**config.mk**
```make
export PLATFORM = sky130hd
export DESIGN_NAME = mem_bus_arbiter_flat
export DESIGN_NICKNAME = d
export VERILOG_FILES = /design/src/rtl/mem_arb_pkg.sv /design/src/rtl/mem_bus_arbiter_if.sv /design/src/rtl/mem_arb_pick.sv /design/src/rtl/mem_bus_arbiter.sv /design/src/flat_wrapper.sv
export SDC_FILE = /design/constraint.sdc
export NUM_CORES = 1
export LEC_CHECK = 0
export ABC_AREA = 1
export BUFFER_PORTS_ARGS = -buffer_cell sky130_fd_sc_hd__buf_2
export CAP_MARGIN = 20
export CORE_ASPECT_RATIO = 1.75
export CORE_MARGIN = 3
export CORE_UTILIZATION = 30
export CTS_CLUSTER_SIZE = 12
export DETAILED_ROUTE_END_ITERATION = 8
export REMOVE_ABC_BUFFERS = 1
export SLEW_MARGIN = 10
export SYNTH_ARGS = -nofsm -noshare
export SYNTH_HDL_FRONTEND = slang
export SYNTH_SLANG_ARGS = --single-unit
```
**constraint.sdc**
```tcl
create_clock -name clk -period 3.2 [get_ports clk]
set_input_delay 0.8 -clock clk [delete_from_list [all_inputs] [get_ports clk]]
set_output_delay 0.8 -clock clk [all_outputs]
set_load 0.005 [all_outputs]
```
**src/rtl/mem_arb_pkg.sv**
```systemverilog
// ----------------------------------------------------------------------------
// mem_arb_pkg
// Shared types and default constants for the unified-memory bus arbiter.
//   arb_state_e : IDLE (arbitrate), ACCESS (memory busy), RESP (data returned)
//   port_id_e   : PORT_F (instruction fetch), PORT_D (load/store)
// ----------------------------------------------------------------------------
package mem_arb_pkg;

   typedef enum logic [1:0] {
      IDLE   = 2'd0,
      ACCESS = 2'd1,
      RESP   = 2'd2
   } arb_state_e;

   typedef enum logic {
      PORT_F = 1'b0,
      PORT_D = 1'b1
   } port_id_e;

   localparam int DEF_MEM_LAT    = 1;
   localparam int DEF_MAX_STARVE = 4;

endpackage : mem_arb_pkg

```
**src/rtl/mem_bus_arbiter_if.sv**
```systemverilog
// ----------------------------------------------------------------------------
// mem_bus_arbiter_if
// Bundles the fetch port, the load/store port and the memory-side port of the
// arbiter.
//   slave  : the arbiter's view (takes requests, drives the memory)
//   master : the environment's view (requesters plus the memory itself)
// Fetch:  f_req, f_addr -> f_gnt, f_rvalid, f_rdata
// Data:   d_req, d_we, d_addr, d_wdata, d_wmask -> d_gnt, d_rvalid, d_rdata
// Memory: mem_addr, mem_we, mem_wdata, mem_wmask -> mem_rdata
// ----------------------------------------------------------------------------
interface mem_bus_arbiter_if #(
   parameter int ADDR_W = 32,
   parameter int DATA_W = 32
);
   logic                  f_req;
   logic [ADDR_W-1:0]     f_addr;
   logic                  f_gnt;
   logic                  f_rvalid;
   logic [DATA_W-1:0]     f_rdata;

   logic                  d_req;
   logic                  d_we;
   logic [ADDR_W-1:0]     d_addr;
   logic [DATA_W-1:0]     d_wdata;
   logic [DATA_W/8-1:0]   d_wmask;
   logic                  d_gnt;
   logic                  d_rvalid;
   logic [DATA_W-1:0]     d_rdata;

   logic [ADDR_W-1:0]     mem_addr;
   logic                  mem_we;
   logic [DATA_W-1:0]     mem_wdata;
   logic [DATA_W/8-1:0]   mem_wmask;
   logic [DATA_W-1:0]     mem_rdata;

   modport slave (
      input  f_req, f_addr,
      output f_gnt, f_rvalid, f_rdata,
      input  d_req, d_we, d_addr, d_wdata, d_wmask,
      output d_gnt, d_rvalid, d_rdata,
      output mem_addr, mem_we, mem_wdata, mem_wmask,
      input  mem_rdata
   );

   modport master (
      output f_req, f_addr,
      input  f_gnt, f_rvalid, f_rdata,
      output d_req, d_we, d_addr, d_wdata, d_wmask,
      input  d_gnt, d_rvalid, d_rdata,
      input  mem_addr, mem_we, mem_wdata, mem_wmask,
      output mem_rdata
   );

endinterface : mem_bus_arbiter_if

```
**src/rtl/mem_arb_pick.sv**
```systemverilog
// ----------------------------------------------------------------------------
// mem_arb_pick
// Combinational winner select between the fetch and load/store requesters.
// The data port wins a tie unless fetch has already been passed over
// MAX_STARVE times in a row.
//   f_req, d_req : raw requests
//   starve_cnt   : consecutive D grants taken while F was waiting
//   any_req      : at least one requester is asking
//   winner       : port to grant (only meaningful when any_req = 1)
// ----------------------------------------------------------------------------
module mem_arb_pick
   import mem_arb_pkg::*;
#(
   parameter int MAX_STARVE = DEF_MAX_STARVE,
   parameter int CNT_W      = 3
) (
   input  logic             f_req,
   input  logic             d_req,
   input  logic [CNT_W-1:0] starve_cnt,
   output logic             any_req,
   output port_id_e         winner
);

   localparam logic [CNT_W-1:0] STARVE_MAX = CNT_W'(MAX_STARVE);

   // Priority select: D by default, F when alone or when starved
   always_comb begin
      any_req = f_req | d_req;
      winner  = PORT_D;
      if (f_req && d_req) begin
         if (starve_cnt == STARVE_MAX) begin
            winner = PORT_F;
         end else begin
            winner = PORT_D;
         end
      end else if (f_req) begin
         winner = PORT_F;
      end else begin
         winner = PORT_D;
      end
   end

endmodule : mem_arb_pick

```
**src/rtl/mem_bus_arbiter.sv**
```systemverilog
// ----------------------------------------------------------------------------
// mem_bus_arbiter
// Shares a single-port fixed-latency memory between the instruction-fetch
// port (F) and the load/store port (D). One transaction at a time:
//   IDLE   : arbitrate, winner's gnt is asserted combinationally
//   ACCESS : MEM_LAT cycles, memory address/data driven from the latch;
//            mem_we only in the first ACCESS cycle
//   RESP   : one cycle, owner's rvalid pulses and mem_rdata is forwarded
//            and captured into that port's hold register
// Ports:
//   clk, rst_n : clock, asynchronous active-low reset
//   bus        : mem_bus_arbiter_if.slave (fetch, data and memory signals)
// ----------------------------------------------------------------------------
module mem_bus_arbiter
   import mem_arb_pkg::*;
#(
   parameter int ADDR_W     = 32,
   parameter int DATA_W     = 32,
   parameter int MEM_LAT    = DEF_MEM_LAT,
   parameter int MAX_STARVE = DEF_MAX_STARVE
) (
   input  logic             clk,
   input  logic             rst_n,
   mem_bus_arbiter_if.slave bus
);

   localparam int MASK_W = DATA_W / 8;
   localparam int LAT_W  = (MEM_LAT > 1) ? $clog2(MEM_LAT) : 1;
   localparam int CNT_W  = $clog2(MAX_STARVE + 1);

   localparam logic [LAT_W-1:0] LAT_LAST   = LAT_W'(MEM_LAT - 1);
   localparam logic [CNT_W-1:0] STARVE_MAX = CNT_W'(MAX_STARVE);

   if (MEM_LAT < 1) begin : g_bad_mem_lat
      $error("mem_bus_arbiter: MEM_LAT must be at least 1");
   end
   if (MAX_STARVE < 1) begin : g_bad_max_starve
      $error("mem_bus_arbiter: MAX_STARVE must be at least 1");
   end

   arb_state_e          state_r;
   arb_state_e          state_s;
   logic [LAT_W-1:0]    lat_cnt_r;
   logic [LAT_W-1:0]    lat_cnt_s;
   logic [CNT_W-1:0]    starve_cnt_r;
   logic [CNT_W-1:0]    starve_cnt_s;
   logic                grant_s;
   logic                any_req_s;
   port_id_e            winner_s;

   port_id_e            owner_r;
   logic [ADDR_W-1:0]   addr_r;
   logic [DATA_W-1:0]   wdata_r;
   logic [MASK_W-1:0]   wmask_r;
   logic                mem_we_r;
   logic [DATA_W-1:0]   f_hold_r;
   logic [DATA_W-1:0]   d_hold_r;

   logic                resp_f_s;
   logic                resp_d_s;

   mem_arb_pick #(
      .MAX_STARVE (MAX_STARVE),
      .CNT_W      (CNT_W)
   ) u_pick (
      .f_req      (bus.f_req),
      .d_req      (bus.d_req),
      .starve_cnt (starve_cnt_r),
      .any_req    (any_req_s),
      .winner     (winner_s)
   );

   // Saturating increment of the starvation counter
   function automatic logic [CNT_W-1:0] starve_inc(input logic [CNT_W-1:0] cnt);
      logic [CNT_W-1:0] res;
      if (cnt == STARVE_MAX) begin
         res = cnt;
      end else begin
         res = cnt + CNT_W'(1);
      end
      return res;
   endfunction

   // FSM state, latency counter and starvation counter registers
   always_ff @(posedge clk or negedge rst_n) begin
      if (!rst_n) begin
         state_r      <= IDLE;
         lat_cnt_r    <= '0;
         starve_cnt_r <= '0;
      end else begin
         state_r      <= state_s;
         lat_cnt_r    <= lat_cnt_s;
         starve_cnt_r <= starve_cnt_s;
      end
   end

   // Next-state, grant and counter update logic
   always_comb begin
      state_s      = state_r;
      lat_cnt_s    = lat_cnt_r;
      starve_cnt_s = starve_cnt_r;
      grant_s      = 1'b0;
      case (state_r)
         IDLE: begin
            lat_cnt_s = '0;
            if (any_req_s) begin
               grant_s = 1'b1;
               state_s = ACCESS;
               if (winner_s == PORT_F) begin
                  starve_cnt_s = '0;
               end else if (bus.f_req) begin
                  // D taken while F waits: F has been passed over once more
                  starve_cnt_s = starve_inc(starve_cnt_r);
               end else begin
                  starve_cnt_s = '0;
               end
            end else begin
               // No request at all means F is not waiting
               state_s      = IDLE;
               starve_cnt_s = '0;
            end
         end
         ACCESS: begin
            if (lat_cnt_r == LAT_LAST) begin
               state_s   = RESP;
               lat_cnt_s = '0;
            end else begin
               state_s   = ACCESS;
               lat_cnt_s = lat_cnt_r + LAT_W'(1);
            end
         end
         RESP: begin
            state_s = IDLE;
         end
         default: begin
            state_s   = IDLE;
            lat_cnt_s = '0;
         end
      endcase
   end

   // Transaction latch, single-cycle write strobe and read-data hold registers
   always_ff @(posedge clk or negedge rst_n) begin
      if (!rst_n) begin
         owner_r  <= PORT_F;
         addr_r   <= '0;
         wdata_r  <= '0;
         wmask_r  <= '0;
         mem_we_r <= 1'b0;
         f_hold_r <= '0;
         d_hold_r <= '0;
      end else begin
         if (grant_s) begin
            owner_r <= winner_s;
            if (winner_s == PORT_D) begin
               addr_r  <= bus.d_addr;
               wdata_r <= bus.d_wdata;
               wmask_r <= bus.d_wmask;
            end else begin
               // Fetches are always reads
               addr_r  <= bus.f_addr;
               wdata_r <= '0;
               wmask_r <= '0;
            end
         end
         // High only in the first ACCESS cycle of a store
         mem_we_r <= grant_s && (winner_s == PORT_D) && bus.d_we;
         if (state_r == RESP) begin
            if (owner_r == PORT_F) begin
               f_hold_r <= bus.mem_rdata;
            end else begin
               d_hold_r <= bus.mem_rdata;
            end
         end
      end
   end

   assign resp_f_s = (state_r == RESP) && (owner_r == PORT_F);
   assign resp_d_s = (state_r == RESP) && (owner_r == PORT_D);

   // Grants are gated with rst_n so they drop the moment reset asserts
   assign bus.f_gnt     = rst_n & grant_s & (winner_s == PORT_F);
   assign bus.d_gnt     = rst_n & grant_s & (winner_s == PORT_D);

   assign bus.f_rvalid  = resp_f_s;
   assign bus.d_rvalid  = resp_d_s;
   assign bus.f_rdata   = resp_f_s ? bus.mem_rdata : f_hold_r;
   assign bus.d_rdata   = resp_d_s ? bus.mem_rdata : d_hold_r;

   assign bus.mem_addr  = addr_r;
   assign bus.mem_we    = mem_we_r;
   assign bus.mem_wdata = wdata_r;
   assign bus.mem_wmask = wmask_r;

endmodule : mem_bus_arbiter

```
**src/flat_wrapper.sv**
```systemverilog
// flat-port wrapper written by rule: the top's interface ports become plain ports
module mem_bus_arbiter_flat import mem_arb_pkg::*;
#(
   parameter int ADDR_W     = 32,
   parameter int DATA_W     = 32,
   parameter int MEM_LAT    = DEF_MEM_LAT,
   parameter int MAX_STARVE = DEF_MAX_STARVE
)
  (clk, rst_n, bus_f_req, bus_f_addr, bus_f_gnt, bus_f_rvalid, bus_f_rdata, bus_d_req, bus_d_we, bus_d_addr, bus_d_wdata, bus_d_wmask, bus_d_gnt, bus_d_rvalid, bus_d_rdata, bus_mem_addr, bus_mem_we, bus_mem_wdata, bus_mem_wmask, bus_mem_rdata);
  mem_bus_arbiter_if #(.ADDR_W(ADDR_W), .DATA_W(DATA_W)) bus_i ();
  input  logic clk;
  input  logic rst_n;
  input wire logic [$bits(bus_i.f_req)-1:0] bus_f_req;
  input wire logic [$bits(bus_i.f_addr)-1:0] bus_f_addr;
  output wire logic [$bits(bus_i.f_gnt)-1:0] bus_f_gnt;
  output wire logic [$bits(bus_i.f_rvalid)-1:0] bus_f_rvalid;
  output wire logic [$bits(bus_i.f_rdata)-1:0] bus_f_rdata;
  input wire logic [$bits(bus_i.d_req)-1:0] bus_d_req;
  input wire logic [$bits(bus_i.d_we)-1:0] bus_d_we;
  input wire logic [$bits(bus_i.d_addr)-1:0] bus_d_addr;
  input wire logic [$bits(bus_i.d_wdata)-1:0] bus_d_wdata;
  input wire logic [$bits(bus_i.d_wmask)-1:0] bus_d_wmask;
  output wire logic [$bits(bus_i.d_gnt)-1:0] bus_d_gnt;
  output wire logic [$bits(bus_i.d_rvalid)-1:0] bus_d_rvalid;
  output wire logic [$bits(bus_i.d_rdata)-1:0] bus_d_rdata;
  output wire logic [$bits(bus_i.mem_addr)-1:0] bus_mem_addr;
  output wire logic [$bits(bus_i.mem_we)-1:0] bus_mem_we;
  output wire logic [$bits(bus_i.mem_wdata)-1:0] bus_mem_wdata;
  output wire logic [$bits(bus_i.mem_wmask)-1:0] bus_mem_wmask;
  input wire logic [$bits(bus_i.mem_rdata)-1:0] bus_mem_rdata;
  assign bus_i.f_req = bus_f_req;
  assign bus_i.f_addr = bus_f_addr;
  assign bus_f_gnt = bus_i.f_gnt;
  assign bus_f_rvalid = bus_i.f_rvalid;
  assign bus_f_rdata = bus_i.f_rdata;
  assign bus_i.d_req = bus_d_req;
  assign bus_i.d_we = bus_d_we;
  assign bus_i.d_addr = bus_d_addr;
  assign bus_i.d_wdata = bus_d_wdata;
  assign bus_i.d_wmask = bus_d_wmask;
  assign bus_d_gnt = bus_i.d_gnt;
  assign bus_d_rvalid = bus_i.d_rvalid;
  assign bus_d_rdata = bus_i.d_rdata;
  assign bus_mem_addr = bus_i.mem_addr;
  assign bus_mem_we = bus_i.mem_we;
  assign bus_mem_wdata = bus_i.mem_wdata;
  assign bus_mem_wmask = bus_i.mem_wmask;
  assign bus_i.mem_rdata = bus_mem_rdata;
  mem_bus_arbiter #(.ADDR_W(ADDR_W), .DATA_W(DATA_W), .MEM_LAT(MEM_LAT), .MAX_STARVE(MAX_STARVE)) u_core (.clk(clk), .rst_n(rst_n), .bus(bus_i));
endmodule
```
==> metrics, run 1 <==
share of cells above drive strength 1=0.325; simple-gate share of the synthesized area=0.245; later-pin clock latency in the skew report=0.41 ns; Initial Util=0.306; setup slack, reg-to-reg=1.29 ns; Critical path destination=bus_f_rdata[12]; fin nets=around 1.1k; average wire per standard cell=14.1 um; Final setup violation count=0; Via-to-Cell Ratio=about 4.3; TritonCTS clock tree=done; min-delay worst type=input pin to async pin; Max Clock Skew=0.00468 ns; leak pwr=about 4.8 nW; synth warn=0; main combinational cell family by area after synthesis=simple AND/OR/NAND/NOR gates; maximum clock path buffer count=2; type of origin of the critical path=flip-flop; post-synthesis cell area=5910 um2; Synth area leaders=dfrtp_1 (59%), nand2_1 (15%), nand3_1 (8.8%), inv_1 (6.6%), o21ai_0 (5.4%); Rel. slew slack=0.473; DR vias=5,260; worst slew pin tran=0.790 ns; largest net degree at the start of global routing=140; Yosys top cell area share=0.589; post-synth top area cell=dfrtp_1; drt first-iter violations=approximately 220; post-cts gate resize count=0; Layout area overhead=35.8%; min Tclk post-route=between 2 and 3 ns; post-synthesis xor/xnor area fraction=0; synthesized area per cell=around 8.4 um2; Seq/Total Area, Yosys=0.589; CTS clock-pin slew for the worst setup and hold paths=0.06 ns; # IOs=274; #FFs+latches synth=139; total gr overflow=0; Worst Setup SP=u_core.state_r[0]; Synth Instances=705; Setup Crit Path Kind=flip-flop to primary output; Post-CTS Setup Inserts=0; H-tree depth=4; crit-path max FO=65; Detailed Routing Iterations Pass 1=6; n_diodes=0; GP Congestion=0.791; Max Cap Violations=0; Fillers=2,023; Core ar.=19,300 um2; HPWL after DPL=~12 mm; cts hold-fix bufs=0; post-synthesis adder-cell area fraction=0.00423; Setup WS pre-CTS=0.932 ns; DRC=0; RSZ-0062 raised after global routing=false; Reg2Reg Capture Point=u_core.bus.mem_addr[0]; status=completed; Routed WL=17.2 mm; period utilisation layout=0.836; # rows=67; vias in the first global route=around 5.3k; register area=between 3000 and 4000 um2; mux share of post-synthesis cell area=0; total clock buffers created by CTS=17; fin. max-slew vios=0; post-route setup TNS=0 ns; PortBufs=~270; final hold vios=0; clk sinks=139; commonest non-fill, non-tap cells in the layout=buf_2 (272), nand2_1 (235), dfrtp_1 (139); Synth Area in Compound Gates=0.0616; Distinct cells, synth=20; CP arrival=about 1.9 ns; worst r2r path cells=9; Die Ht=about 190 um; FMAX=374 MHz; Multi-input gate area=~1800 um2; CTS root buffer=clkbuf_16; first-pass GRT wire length=27.2 mm; initial antenna violation count=2; Worst Path Required=2.40 ns; post-route ant nets=0; VDD IR-drop max=0.377 mV; reg-to-reg startpoint=u_core.starve_cnt_r[0]; Total Routing Usage GR=0.161; crit path capture type=primary output; Die Area=about 21,000 um2; Die Wd=112 um; commonest non-fill, non-tap cell in the layout=buf_2; Power Density=968 nW/um2; fin worst setup slack=0.525 ns
==> cells in the mapped netlist, drive strengths merged <==
library cell / n
nand3: 104
nor2: 4
ha: 2
buf: 31
inv: 105
nor3: 1
nand2: 237
nand4: 1
clkbuf: 11
a21oi: 2
o22ai: 2
o21ai: 66
dfrtp: 139
==> through the flow <==
stage          power, mW  utilization  instance area (um2)  hold WS, ns  instances
5_1_grt             8.43        0.416                 8020        0.497       1214
2_1_floorplan       4.36            -                 5710        0.473        663
6_report            7.76        0.416                 8020        0.471       1214
3_3_place_gp        5.92        0.387                 7470        0.458       1185
4_1_cts             7.94        0.416                 8020        0.476       1214
3_5_place_dp        6.00        0.387                 7470        0.460       1185
==> worst min-delay path by stage <==
stage                               endpoint  cells past startpoint
floorplan            u_core.bus.mem_wdata[0]                      2
global placement     u_core.bus.mem_wmask[1]                      2
detailed placement  u_core.bus.mem_wdata[25]                      2
CTS                  u_core.bus.mem_wdata[7]                      2
global route        u_core.bus.mem_wdata[23]                      2
finish               u_core.bus.mem_addr[10]                      2
==> worst max-delay path: stages (launching register included) <==
cell and delay, ns:
dfrtp_1 0.38, inv_1 0.09, nand3_2 0.06, buf_4 0.44, o21ai_0 0.25, buf_2 0.18
==> final cells by class <==
class / count / area share
multi-input combinational: 419 / 0.230
clock inverter: 9 / 0.0123
timing repair buffer: 281 / 0.180
clock buffer: 20 / 0.0569
tap: 241 / 0.0376
sequential: 139 / 0.434
inverter: 105 / 0.0491
==> power by group <==
group | leakage [nW] | internal [mW] | switching [mW]
clock | 0.281 | 1.17 | 0.708
sequential | 1.72 | 2.60 | 0.337
combinational | 2.78 | 1.19 | 1.77
total | 4.78 | 4.95 | 2.81
==> kinds of logic (layout without fill, tap and decap cells) <==
kind of cell,count (synthesis),count (layout)
adder cells (fa/ha/maj),2,2
AND/OR/NAND/NOR,347,347
buffers and inverters,147,415
AO/OA/AOI/OAI,70,70
flip-flops,139,139
==> registers in the layout (all words and copies together), names as in the netlist <==
signal                cells
u_core.bus.mem_addr      32
u_core.bus.mem_wdata     32
u_core.bus.mem_we         1
u_core.bus.mem_wmask      4
u_core.d_hold_r          32
u_core.f_hold_r          32
u_core.owner_r            1
u_core.starve_cnt_r       3
u_core.state_r            2
==> layer usage <==
metal  vias up  part of all wire  track usage
met1      2357              0.37        0.170
met5         -            0.0016            0
met4         4             0.030       0.0750
met2       178              0.55        0.297
li1       2687                 -            -
met3        34             0.052       0.0378
Power figures use the tool's default switching activity.
==> run 2, diff against run 1 <==
--- a/config.mk
+++ b/config.mk
@@ -5,7 +5,7 @@
 export SDC_FILE = /design/constraint.sdc
 export NUM_CORES = 1
 export LEC_CHECK = 0
-export ABC_AREA = 1
+export ABC_AREA = 0
 export BUFFER_PORTS_ARGS = -buffer_cell sky130_fd_sc_hd__buf_2
 export CAP_MARGIN = 20
 export CORE_ASPECT_RATIO = 1.75
==> constraint.sdc (replaced) <==
create_clock -name clk -period 2.4 [get_ports clk]
set_input_delay 0.6 -clock clk [delete_from_list [all_inputs] [get_ports clk]]
set_output_delay 0.6 -clock clk [all_outputs]
set_load 0.005 [all_outputs]
==> metrics, run 2 <==
Reg2Reg Capture Point=u_core.bus.mem_addr[20]; final hold slack=0.320 ns (-0.151 ns); ys flop type=dfrtp_1; Core ar.=19,300 um2 (unchanged); maximum clock path buffer count=2 (unchanged); Power Density=1400 nW/um2 (+45%); DR vias=5,159 (-1.9%); M1 wire length=7.46 mm (+17%); H-tree depth=4 (unchanged); vias in the first global route=5,353 (+1.3%); GP Congestion=0.749 (-5.3%); Detailed Routing Iterations Pass 1=4 (-2); HPWL after DPL=12.7 mm (+4.4%); post-synthesis cell area=5920 um2 (+0.13%); VDD IR-drop max=0.809 mV (+110%); Routed WL=19.8 mm (+15%); simple-gate share of the synthesized area=0.110 (-0.135); failing checks=setup timing; min-delay worst type=input pin to async pin; met3 wire length=1.22 mm (+35%); async set-reset flop share out of synthesis=1.00 (unchanged); worst slew pin tran=0.769 ns (-0.0218 ns); Yosys top cell area share=0.588 (-0.000747); commonest non-fill, non-tap cell in the layout=buf_2; later-pin clock latency in the skew report=0.42 ns (about the same); Rel. slew slack=0.488 (+0.0146); CTS clock-pin slew for the worst setup and hold paths=0.06 ns (about the same); Die Wd=112 um (about the same); most common cell in the netlist=dfrtp_1; synth warn=0 (unchanged); top routing layer used=met4; drt first-iter violations=293 (+31%); Post-Place Cell Area=7540 um2 (+1.0%); Max Cap Violations=0 (unchanged); total gr overflow=0 (unchanged); post-synth top area cell=dfrtp_1; mux share of post-synthesis cell area=0.122 (+0.122); top cells by count, synth=dfrtp_1 (139), nand3_1 (69), mux2_2 (63), o2bb2ai_1 (37), o21ai_0 (34); crit-path max FO=33 (-49%); share of cells above drive strength 1=0.531 (+0.207); post-route insts no fill=1,020 (-16%); Max Clock Skew=0.00844 ns (+0.00376 ns); setup slack, reg-to-reg=0.62 ns (-0.67 ns); Initial Util=0.307 (+0.000389); final hold vios=0 (unchanged); type of origin of the critical path=flip-flop; post-synthesis adder-cell area fraction=0.00423 (-0.00000537); min Tclk post-route=2.48 ns; commonest non-fill, non-tap cells in the layout=buf_2 (238), dfrtp_1 (138), nand3_1 (69); n_diodes=0 (unchanged); crit path capture type=primary output; Synth Instances=486 (-31%); DRC=0 (unchanged); post-route ant nets=0 (unchanged); Distinct cells, synth=29 (+45%); Final setup violation count=64 (+64); fin nets=905 (-18%); Setup Crit Path Kind=flip-flop to primary output; main combinational cell family by area after synthesis=compound AO/OA/AOI/OAI gates; fin. max-slew vios=0 (unchanged); Power Total=12.2 mW (+58%); reg-to-reg startpoint=u_core.state_r[0]; PortBufs=273 (unchanged); Inst Count DP=965 (-19%); Total Routing Usage GR=0.177 (+0.0167); status=complete, but fails checks; clk sinks=139 (unchanged); Final Cell Area=8730 um2 (+8.9%); Die Area=21,500 um2 (+0.12%); TritonCTS clock tree=done; Layout area overhead=47.6%; largest net degree at the start of global routing=140 (unchanged); synthesized area per cell=12.2 um2 (+45%); Die Ht=192 um (about the same); # IOs=274 (unchanged); RSZ-0062 raised after global routing=true; fin worst setup slack=-0.0778 ns (-0.603 ns); total clock buffers created by CTS=17 (unchanged); first-pass GRT wire length=29.9 mm (+10%); # rows=67 (unchanged); average wire per standard cell=19.4 um (+37%); FMAX=just over 400 MHz; post-synthesis xor/xnor area fraction=0 (unchanged); Worst Path Required=1.80 ns (-0.60 ns); #FFs+latches synth=139 (unchanged); Post-synth EDFFs=0 (unchanged); Met2 Routed Length=10.9 mm (+17%); Seq/Total Area, Yosys=0.588 (-0.000747); CTS root buffer=clkbuf_16; period utilisation layout=1.03; initial antenna violation count=0 (-2); CP arrival=1.88 ns (about the same); fin util=0.453 (+0.0369); Synth Area in Compound Gates=0.130 (+0.0684); Synth area leaders=dfrtp_1 (59%), mux2_2 (12%), nand3_1 (5.8%), o2bb2ai_1 (5.5%), o211ai_1 (4.1%); worst r2r path cells=5 (-4); Via-to-Cell Ratio=5.06 (+17%); leak pwr=4.15 nW (-13%)
run 2: cell count changes after synthesis, moves of 11 or more:
cell / previous run / this run
clkbuf_1: 11 / 22
inv_1: 104 / 5
nand4_1: 1 / 33
o211ai_1: 0 / 32
nand3_1: 104 / 69
mux2_2: 0 / 63
nand2_1: 236 / 3
o21ai_0: 64 / 34
o2bb2ai_1: 0 / 37
run 2: critical path, cell delays in order (launching register included):
cell and delay, ns:
dfrtp_1 0.41, buf_4 0.16, nand3b_1 0.12, buf_12 0.24, mux2_2 0.39, buf_2 0.14
run 2: what timing repair did:
action / CTS / global route
setup endpoints to repair: 64 / 65
gates resized for setup: 39 / 35
hold buffers: 0 / 0
pin swaps: 1 / 1
gates cloned: 2 / 2
setup buffers: 8 / 11
run 2: worst max path at each step:
stage,from,end,slack [ns],cells after the start
after CTS,u_core.owner_r,bus_f_rdata[20],-0.1,5
after global placement,bus_f_req,bus_f_gnt,0.25,6
final,u_core.owner_r,bus_d_rdata[21],-0.08,5
after detailed placement,bus_f_req,bus_d_gnt,0.24,6
after floorplan,u_core.state_r[0],bus_d_gnt,-2.41,4
after global routing,u_core.owner_r,bus_d_rdata[19],-0.14,5
run 2: final cells by class:
| class | instances | area, um2 |
|---|---|---|
| multi-input cells | 291 | 2300 |
| fillers | 1808 | 10500 |
| inverters | 5 | 18.8 |
| flip-flops and latches | 139 | 3480 |
| clock inverters | 12 | 138 |
| well taps | 241 | 302 |
| clock buffers | 20 | 457 |
| repair buffers | 312 | 2040 |
run 2: cells by family after synthesis:
group,count (synthesis)
compound gates,108
simple gates,117
fa+ha+maj,2
flops,139
mux,64
buf+inv,56
run 2: routing by layer:
metal,vias up,GRT usage
met5,-,0
met4,0,0.0440
met3,11,0.0467
met2,203,0.329
met1,2564,0.201
li1,2381,-
run 2: where the power goes:
| group | switching, mW | total [mW] | internal [mW] |
|---|---|---|---|
| sequential | 0.449 | 3.93 | 3.48 |
| clock | 1.06 | 2.66 | 1.60 |
| combinational | 2.57 | 5.64 | 3.07 |
| total | 4.08 | 12.2 | 8.15 |
run 2: through the flow:
step           TNS (ns)  worst slack (ns)
6_report          -3.33           -0.0778
5_1_grt           -7.56            -0.143
4_1_cts           -4.73           -0.0985
3_5_place_dp          0             0.241
3_3_place_gp          0             0.249
2_1_floorplan    -97.59             -2.41
==> run 3, diff against run 2 <==
--- a/config.mk
+++ b/config.mk
@@ -13,7 +13,6 @@
 export CORE_UTILIZATION = 30
 export CTS_CLUSTER_SIZE = 12
 export DETAILED_ROUTE_END_ITERATION = 8
-export REMOVE_ABC_BUFFERS = 1
 export SLEW_MARGIN = 10
 export SYNTH_ARGS = -nofsm -noshare
 export SYNTH_HDL_FRONTEND = slang
==> metrics, run 3 (synthesis results as in run 2) <==
status=complete, but fails checks; failing checks=setup timing; fin nets=905 (unchanged); commonest non-fill, non-tap cell in the layout=buf_2; Rel. slew slack=0.480 (-0.00799); PortBufs=273 (unchanged); maximum clock path buffer count=2 (unchanged); FMAX=399 MHz (-1.1%); Sw Ratio=0.327 (-0.00687); Detailed Routing Iterations Pass 1=4 (unchanged); fin. max-slew vios=0 (unchanged); final hold vios=0 (unchanged); min-delay worst type=input pin to flip-flop; largest net degree at the start of global routing=123 (-12%); # rows=67 (unchanged); met1 GRT Util=0.210 (+0.00911); CP arrival=1.91 ns (+0.03 ns); drt first-iter violations=299 (+2.0%); post-route insts no fill=1,020 (unchanged); min-delay src=bus_d_wdata[30]; Reg2Reg Capture Point=u_core.f_hold_r[17]; Max Cap Violations=0 (unchanged); H-tree depth=4 (unchanged); CTS root buffer=clkbuf_16; TritonCTS clock tree=done; total clock buffers created by CTS=17 (unchanged); Worst Path Required=1.80 ns (about the same); Combinational Power Share=0.466 (+0.005); setup slack, reg-to-reg=0.70 ns (+0.08 ns); grt met3 use=0.0476 (+0.000946); initial antenna violation count=0 (unchanged); Routed WL=21.2 mm (+6.8%); first-pass GRT wire length=30.7 mm (+2.7%); max incr delay on CP=0.44 ns (+0.03 ns); Die Ht=192 um (unchanged); worst r2r path cells=6 (+1); Power Density=1440 nW/um2 (+3.0%); Initial Util=0.307 (unchanged); crit path capture type=primary output; Inst Count DP=961 (-0.41%); period utilisation layout=1.04 (+0.0116); clk sinks=139 (unchanged); NetSw=4.20 mW (+3.0%); commonest non-fill, non-tap cells in the layout=buf_2 (229), dfrtp_1 (138), nand3_1 (69); delay-heaviest family, CP=flip-flops; Max Clock Skew=0.00786 ns (-0.000578 ns); Setup Crit Path Kind=flip-flop to primary output; HPWL after DPL=12.9 mm (+1.8%); VDD IR-drop max=0.836 mV (+3.3%); share of cells above drive strength 1=0.529 (-0.00257); min Tclk post-route=2.51 ns (+0.0278 ns); Core ar.=19,300 um2 (unchanged); post-route setup TNS=-3.36 ns (-0.0358 ns); Buf/Inv on CP=2 (-1); fin worst setup slack=-0.106 ns (-0.0278 ns); Die Wd=112 um (unchanged); average wire per standard cell=20.7 um (+6.8%); reg-to-reg startpoint=u_core.state_r[0]; CTS clock-pin slew for the worst setup and hold paths=0.06 ns (about the same); Die Area=21,500 um2 (unchanged); hold depth=3; Total Routing Usage GR=0.185 (+0.00787); Internal Power=8.66 mW (+6.2%); RSZ-0062 raised after global routing=true; fin util=0.462 (+0.00947); grt met2 use=0.330 (+0.000689); crit-path max FO=16 (-52%); Layout area overhead=50.7%; DR vias=5,231 (+1.4%); CP max stage cell=dfrtp_2; GP Congestion=0.784 (+4.6%); worst-path cell chain=nor3b_4 > buf_6 > mux2_2 > buf_2; later-pin clock latency in the skew report=0.42 ns (about the same); vias in the first global route=5,378 (+0.47%); worst slew pin tran=0.781 ns (+0.0120 ns); share of power burned in registers=0.307 (-0.015); post-route ant nets=0 (unchanged); n_diodes=0 (unchanged); # IOs=274 (unchanged); sink of the worst hold path=u_core.bus.mem_wdata[30]; type of origin of the critical path=flip-flop; DRC=0 (unchanged); busiest grt layer=met2; leak pwr=4.30 nW (+3.8%); Final setup violation count=64 (unchanged); total gr overflow=0 (unchanged); Via-to-Cell Ratio=5.13 (+1.4%); syn_nets=around 630; clock network fraction of design power=0.227 (+0.010)
[run 3: cell types whose count changed in the layout (fill, tap and decap cells not counted), moves of 4 or more]
| cell | change |
|---|---|
| mux2_2 | -11 |
| buf_4 | -4 |
| buf_6 | +10 |
| buf_2 | -9 |
| mux2_4 | +10 |
[run 3: power groups by stage]
stage	logic, mW	registers, mW	clock network, mW
after CTS	5.23	3.92	3.01
after global routing	6.45	4.07	3.10
final	5.99	3.95	2.92
after floorplan	2.48	3.93	0
after detailed placement	4.54	3.94	0
after global placement	4.48	3.91	0
[run 3: metal layers]
| metal | vias up | share of wire |
|---|---|---|
| met4 | 0 | 0.027 |
| met3 | 36 | 0.055 |
| li1 | 2376 | - |
| met2 | 206 | 0.54 |
| met5 | - | 0 |
| met1 | 2613 | 0.37 |
[run 3: repair_timing]
item,4_1_cts,5_1_grt
endpoints found under the setup margin,64,66
resized for setup,43,54
buffers inserted,8,13
gates cloned,4,2
hold endpoints to repair,17,0
hold buffers,1,0
pin swaps,1,1
[run 3: metrics by stage]
stage | hold WS [ns] | total power [mW] | area (um2) | worst slack [ns]
after detailed placement | 0.456 | 8.48 | 7510 | 0.313
after global routing | 0.403 | 13.6 | 8920 | -0.185
after global placement | 0.459 | 8.39 | 7510 | 0.336
after CTS | 0.387 | 12.2 | 8530 | -0.147
after floorplan | 0.304 | 6.40 | 5920 | 0.419
final | 0.416 | 12.9 | 8920 | -0.106
[run 3: layout make-up]
| type | count | area [um2] |
|---|---|---|
| well taps | 241 | 302 |
| multi-input cells | 291 | 2340 |
| clock inverters | 12 | 193 |
| flip-flops and latches | 139 | 3480 |
| inverters | 5 | 18.8 |
| clock buffers | 20 | 457 |
| fillers | 1793 | 10400 |
| repair buffers | 312 | 2130 |
[run 3: worst max path at each step]
stage / start / endpoint / slack, ns / depth (start not counted)
2_1_floorplan: bus_f_req / bus_f_gnt / 0.42 / 5
3_3_place_gp: u_core.state_r[0] / bus_f_rdata[7] / 0.34 / 4
3_5_place_dp: u_core.state_r[0] / bus_f_rdata[23] / 0.31 / 4
4_1_cts: u_core.state_r[0] / bus_f_rdata[22] / -0.15 / 5
5_1_grt: u_core.state_r[0] / bus_f_rdata[28] / -0.19 / 4
6_report: u_core.state_r[0] / bus_f_rdata[28] / -0.11 / 4
[run 3: tightest hold or removal path, stage by stage]
cell and delay, ns:
buf_2 0.09, nand3_1 0.05, o2bb2ai_1 0.05
